### src/rtl/spiker_adapter_ctrl_pkg.sv
// Shared definitions for the spiker adapter control path: sequencer state
// encoding and the status-bit layout seen by the register file.
package spiker_adapter_ctrl_pkg;

  typedef enum logic [2:0] {
    IDLE   = 3'd0,
    REQ    = 3'd1,
    RUN    = 3'd2,
    SETTLE = 3'd3,
    SAMPLE = 3'd4
  } spiker_seq_state_e;

  localparam int unsigned STATUS_DONE_IDX        = 0;
  localparam int unsigned STATUS_ERR_TIMEOUT_IDX = 1;
  localparam int unsigned STATUS_BUSY_IDX        = 2;
  localparam int unsigned STATUS_W               = 3;

  // Packs the sequencer flags into the register-file status word.
  function automatic logic [STATUS_W-1:0] pack_status(input logic done,
                                                      input logic err_timeout,
                                                      input logic busy);
    logic [STATUS_W-1:0] s;
    s = '0;
    s[STATUS_DONE_IDX]        = done;
    s[STATUS_ERR_TIMEOUT_IDX] = err_timeout;
    s[STATUS_BUSY_IDX]        = busy;
    return s;
  endfunction

endpackage

### src/rtl/spiker_sequencer_if.sv
// Start/done handshake between the sequencer (master) and the spiker core (slave).
interface spiker_sequencer_if;
  // core_start_o is held high until the core answers with core_ack_i in the
  // same cycle; the request is consumed on that edge. core_done_i is a
  // single-cycle result-valid that the sequencer only honours after the ack.
  logic core_start_o;
  logic core_ack_i;
  logic core_done_i;

  modport master (
    output core_start_o,
    input  core_ack_i,
    input  core_done_i
  );

  modport slave (
    input  core_start_o,
    output core_ack_i,
    output core_done_i
  );
endinterface

### src/rtl/spiker_sequencer.sv
// Runs one spiker inference per start request, waits for the core with a
// programmable timeout and issues the one-cycle result capture strobe.
module spiker_sequencer
  import spiker_adapter_ctrl_pkg::*;
#(
  parameter int unsigned TIMEOUT_W     = 16,
  parameter int unsigned SETTLE_CYCLES = 2
) (
  input  logic                 clk_i,
  input  logic                 rst_ni,
  input  logic                 test_mode_i,
  input  logic                 start_i,
  input  logic                 abort_i,
  input  logic                 clr_i,
  input  logic [TIMEOUT_W-1:0] timeout_i,
  spiker_sequencer_if.master   core,
  output logic                 sample_o,
  output logic                 busy_o,
  output logic                 done_o,
  output logic                 err_timeout_o,
  output logic                 irq_o,
  output logic [TIMEOUT_W-1:0] cycles_o,
  output spiker_seq_state_e    state_o
);

  localparam int unsigned SETTLE_W    = (SETTLE_CYCLES > 1) ? $clog2(SETTLE_CYCLES) : 1;
  localparam int unsigned SETTLE_LOAD = (SETTLE_CYCLES > 0) ? SETTLE_CYCLES - 1 : 0;

  spiker_seq_state_e    state_q, state_d;
  logic [TIMEOUT_W-1:0] cnt_q, cnt_d, cnt_inc;
  logic [SETTLE_W-1:0]  settle_q, settle_d;
  logic                 wait_expired;
  logic                 finish_run;
  logic                 timed_out;
  logic                 start_ok;
  logic                 core_start_q, sample_q, busy_q;
  logic                 done_q, err_q, irq_q;
  logic [TIMEOUT_W-1:0] cycles_q;

  assign cnt_inc      = (&cnt_q) ? cnt_q : cnt_q + 1'b1;
  assign wait_expired = (timeout_i != '0) && (cnt_q == (timeout_i - 1'b1));
  assign start_ok     = (state_q == IDLE) && start_i;

  always_comb begin
    state_d    = state_q;
    cnt_d      = cnt_q;
    settle_d   = settle_q;
    finish_run = 1'b0;
    timed_out  = 1'b0;
    case (state_q)
      IDLE: begin
        if (start_i) begin
          cnt_d   = '0;
          state_d = test_mode_i ? SAMPLE : REQ;
        end
      end
      REQ: begin
        cnt_d = cnt_inc;
        if (wait_expired) begin
          state_d   = IDLE;
          timed_out = 1'b1;
        end else if (core.core_ack_i) begin
          state_d = RUN;
        end
      end
      RUN: begin
        cnt_d = cnt_inc;
        // A done arriving on the last permitted wait cycle still counts.
        if (core.core_done_i) begin
          if (SETTLE_CYCLES == 0) begin
            state_d = SAMPLE;
          end else begin
            state_d  = SETTLE;
            settle_d = SETTLE_W'(SETTLE_LOAD);
          end
        end else if (wait_expired) begin
          state_d   = IDLE;
          timed_out = 1'b1;
        end
      end
      SETTLE: begin
        if (settle_q == '0) begin
          state_d = SAMPLE;
        end else begin
          settle_d = settle_q - 1'b1;
        end
      end
      SAMPLE: begin
        state_d    = IDLE;
        finish_run = 1'b1;
      end
      default: state_d = IDLE;
    endcase
    // Abort overrides every other outcome, including a run finishing now.
    if (abort_i && (state_q != IDLE)) begin
      state_d    = IDLE;
      finish_run = 1'b0;
      timed_out  = 1'b0;
    end
  end

  always_ff @(posedge clk_i or negedge rst_ni) begin
    if (!rst_ni) begin
      state_q      <= IDLE;
      cnt_q        <= '0;
      settle_q     <= '0;
      core_start_q <= 1'b0;
      sample_q     <= 1'b0;
      busy_q       <= 1'b0;
      done_q       <= 1'b0;
      err_q        <= 1'b0;
      irq_q        <= 1'b0;
      cycles_q     <= '0;
    end else begin
      state_q      <= state_d;
      cnt_q        <= cnt_d;
      settle_q     <= settle_d;
      core_start_q <= (state_d == REQ);
      sample_q     <= (state_d == SAMPLE);
      busy_q       <= (state_d != IDLE);
      irq_q        <= finish_run | timed_out;
      if (start_ok || clr_i) begin
        done_q <= 1'b0;
        err_q  <= 1'b0;
      end
      // Completion events land after any clear issued in the same cycle.
      if (finish_run) begin
        done_q   <= 1'b1;
        cycles_q <= cnt_q;
      end
      if (timed_out) begin
        err_q <= 1'b1;
      end
    end
  end

  assign core.core_start_o = core_start_q;
  assign sample_o          = sample_q;
  assign busy_o            = busy_q;
  assign done_o            = done_q;
  assign err_timeout_o     = err_q;
  assign irq_o             = irq_q;
  assign cycles_o          = cycles_q;
  assign state_o           = state_q;

endmodule

### src/flat_wrapper.sv
// flat-port wrapper written by rule: the top's interface ports become plain ports
module spiker_sequencer_flat import spiker_adapter_ctrl_pkg::*;
#(
  parameter int unsigned TIMEOUT_W     = 16,
  parameter int unsigned SETTLE_CYCLES = 2
)
  (clk_i, rst_ni, test_mode_i, start_i, abort_i, clr_i, timeout_i, sample_o, busy_o, done_o, err_timeout_o, irq_o, cycles_o, state_o, core_core_start_o, core_core_ack_i, core_core_done_i);
  spiker_sequencer_if core_i ();
  input  logic clk_i;
  input  logic rst_ni;
  input  logic test_mode_i;
  input  logic start_i;
  input  logic abort_i;
  input  logic clr_i;
  input  logic [TIMEOUT_W-1:0] timeout_i;
  output logic sample_o;
  output logic busy_o;
  output logic done_o;
  output logic err_timeout_o;
  output logic irq_o;
  output logic [TIMEOUT_W-1:0] cycles_o;
  output spiker_seq_state_e state_o;
  output wire logic [$bits(core_i.core_start_o)-1:0] core_core_start_o;
  input wire logic [$bits(core_i.core_ack_i)-1:0] core_core_ack_i;
  input wire logic [$bits(core_i.core_done_i)-1:0] core_core_done_i;
  assign core_core_start_o = core_i.core_start_o;
  assign core_i.core_ack_i = core_core_ack_i;
  assign core_i.core_done_i = core_core_done_i;
  spiker_sequencer #(.TIMEOUT_W(TIMEOUT_W), .SETTLE_CYCLES(SETTLE_CYCLES)) u_core (.clk_i(clk_i), .rst_ni(rst_ni), .test_mode_i(test_mode_i), .start_i(start_i), .abort_i(abort_i), .clr_i(clr_i), .timeout_i(timeout_i), .core(core_i), .sample_o(sample_o), .busy_o(busy_o), .done_o(done_o), .err_timeout_o(err_timeout_o), .irq_o(irq_o), .cycles_o(cycles_o), .state_o(state_o));
endmodule
### config.mk
export PLATFORM = sky130hd
export DESIGN_NAME = spiker_sequencer_flat
export DESIGN_NICKNAME = d
export VERILOG_FILES = /design/src/rtl/spiker_adapter_ctrl_pkg.sv /design/src/rtl/spiker_sequencer_if.sv /design/src/rtl/spiker_sequencer.sv /design/src/flat_wrapper.sv
export SDC_FILE = /design/constraint.sdc
export NUM_CORES = 1
export LEC_CHECK = 0
export ABC_AREA = 1
export BUFFER_PORTS_ARGS = -buffer_cell sky130_fd_sc_hd__buf_2
export CAP_MARGIN = 25
export CORE_MARGIN = 2
export CORE_UTILIZATION = 56
export CTS_CLUSTER_DIAMETER = 80
export DETAILED_ROUTE_END_ITERATION = 7
export PLACE_DENSITY = 0.91
export SKIP_LAST_GASP = 1
export SLEW_MARGIN = 20
export SYNTH_ARGS = -nofsm -noshare
export SYNTH_HDL_FRONTEND = slang
export SYNTH_SLANG_ARGS = --single-unit
### constraint.sdc
create_clock -name clk_i -period 2.55 [get_ports clk_i]
set_clock_uncertainty 0.2 [all_clocks]
set_input_delay 0.1275 -clock clk_i [delete_from_list [all_inputs] [get_ports clk_i]]
set_output_delay 0.1275 -clock clk_i [all_outputs]
set_load 0.1 [all_outputs]
==> results.toml <==
[outcome]
outcome = "complete, no violations"

[sta]
drv_slew = 0
tightest_slew_ns = 0.877
max_slew_margin = 0.416
period_minus_slack_ns = 2.29
final.period_utilization = 0.897
setup_tns_ns = 0
clock.fmax_ghz = 0.437
setup_viol = 0
rsz0062_at_grt = "no"
hold_viol_final = 0

[clocking]
clk_latency_ns = 0.29
postCtsSetupBuffers = 0
clkSlewWorstSetupHoldPaths_ns = 0.08
cts_buffer_depth = 2
ctsHoldBuffers = 2
cts_tree = "done"
cts_inserted_buffers = 5
cts_resized = 0
clock-root-buffer = "clkbuf_8"
cts_max_level = 2
cts.sinks = 42

[power]
leakagePower_nw = 1.72
ir_drop_uv = 776
p_total_mw = 2.65
power_density_nw_per_um2 = 812

[logic_synthesis]
synth_area_leaders = "dfrtp_1 37%, nand2_1 16%, inv_1 7.5%"
ys_ff_latch = 42
synth.avg_cell_area_sq_um = 6.90
synth_top_area_share = 0.373
ys.flop_type = "dfrtp_1"
syn-cell-area_sq_um = 2820
postSynth.asyncResetShare = 1.00
yosys.area.top_type = "dfrtp_1"
syn_inst = 408
synth_edf_count = 0
synth_nets = 435
synth_cell_types = 34
yosys_warnings = 0
yosysSeqAreaShare = 0.373

[final_layout]
num_antenna_cells = 0
area_growth_pct = 16.1
drive_gt1_frac = 0.188
layout_common_cells = "118 x nand2_1, 56 x inv_1, 48 x buf_2, 46 x nor2_1, 42 x dfrtp_1"
final_common_cell = "nand2_1"
layout.nets = 490
instances_no_fill = 531

[floorplan]
coreArea_sq_um = 4790
num_io_pins = 49
row_count = 25
design.die.area_sq_um = 5610
fp.dieW_um = 74.9
initial_core_util = 0.588
fp.dieH_um = 74.9

[grt]
grt_use_total = 0.267
grt_pass1_vias = 2643
antenna_found_initial = 0
grt_pass1_wl_um = 11400
gr-total-overflow = 0
grt_max_degree = 43

[setup_path]
cp.arrival_ns = 2.32
worstPathRequired_ns = 2.58
setup.worst_path.end_class = "flop"
r2r_slack_ns = 0.26
rr_startpoint = "u_core.state_o[1]"
reg2reg_depth = 9
crit_type = "flop to flop"
r2r-end = "u_core.cnt_q[5]"
start_kind = "flop"
cp_max_fo = 7

[routing]
drc = 0
viasPerCell = 5.27
drt_iter0_drc = 111
drt-total-wl_um = 6900
num_vias = 2798
ant_nets = 0
drtPass1Iterations = 5
wl_per_cell_um = 13.0

[worst_hold_path]
holdPathEnd = "u_core.settle_q"
hold_class = "input port to flop"
hold_start = "core_core_done_i"
min_path_cells = 3

[flow_run]
maxCapViolations = 0

[placement]
dp_hpwl_um = 5450
dp_cells = 521
port_buffers = 48
gp_congestion = 0.902
==> critical path, stage by stage, from the launching register on <==
cell	delay, ns
dfrtp_1	0.42
inv_1	0.11
nand3_1	0.13
nand2_1	0.15
inv_1	0.09
nand2_1	0.13
a21boi_1	0.46
nand2_1	0.15
o21ai_1	0.21
and3_1	0.18
==> per-stage QoR <==
step / worst slack, ns / hold WS (ns) / util / instance area [sq um]
global placement: 0.413 / 0.0937 / 0.656 / 3140
CTS: 0.310 / 0.00275 / 0.683 / 3270
floorplan: 0.0754 / -0.368 / - / 2820
global route: 0.127 / 0.0211 / 0.683 / 3270
detailed placement: 0.314 / 0.104 / 0.656 / 3140
finish: 0.262 / 0.00831 / 0.683 / 3270
==> routing by layer <==
layer / wire (um) / track usage / vias to the layer above
li1: - / - / 1400
met1: 2950 / 0.344 / 1299
met2: 3460 / 0.461 / 83
met3: 318 / 0.0335 / 16
met4: 172 / 0.0952 / 0
met5: 0 / 0 / -
==> logic make-up after synthesis <==
| family | Yosys count | synth area share |
|---|---|---|
| and+or+nand+nor | 232 | 0.376 |
| xor gates and xnor gates | 14 | 0.0436 |
| muxes | 3 | 0.0120 |
| DFF | 42 | 0.373 |
| buffers and inverters | 63 | 0.0858 |
| adders and majority gates | 3 | 0.0133 |
| AOI/OAI and AO/OA | 51 | 0.0964 |
==> cells in the mapped netlist (6+ instances only) <==
master,count
nor3_1,8
dfrtp_1,42
o21ai_0,30
a21oi_1,14
inv_1,56
nand2_1,118
nor2_1,46
nand3b_1,7
xor2_1,8
nor2_2,6
xnor2_1,6
nand3_1,24
==> layout make-up <==
| cell class | instances | area [sq um] |
|---|---|---|
| clock buffer | 8 | 110 |
| inverter | 58 | 218 |
| multi-input combinational | 303 | 1520 |
| fill | 408 | 1520 |
| tap | 67 | 83.8 |
| timing repair buffer | 53 | 283 |
| sequential | 42 | 1050 |
==> how the worst max path moves through the flow <==
stage / end / startpoint / slack [ns]
global placement: u_core.busy_o / timeout_i[0] / 0.41
floorplan: u_core.cnt_q[14] / u_core.state_o[1] / 0.08
global route: u_core.cnt_q[5] / u_core.state_o[2] / 0.13
CTS: u_core.cnt_q[5] / u_core.state_o[1] / 0.31
detailed placement: u_core.busy_o / timeout_i[0] / 0.31
finish: u_core.cnt_q[5] / u_core.state_o[1] / 0.26
==> power by group <==
| part | internal (mW) | switching (mW) | total [mW] |
|---|---|---|---|
| sequential | 0.775 | 0.0690 | 0.844 |
| combinational | 0.248 | 1.08 | 1.33 |
| clock | 0.273 | 0.208 | 0.481 |
Power figures use the tool's default switching activity.
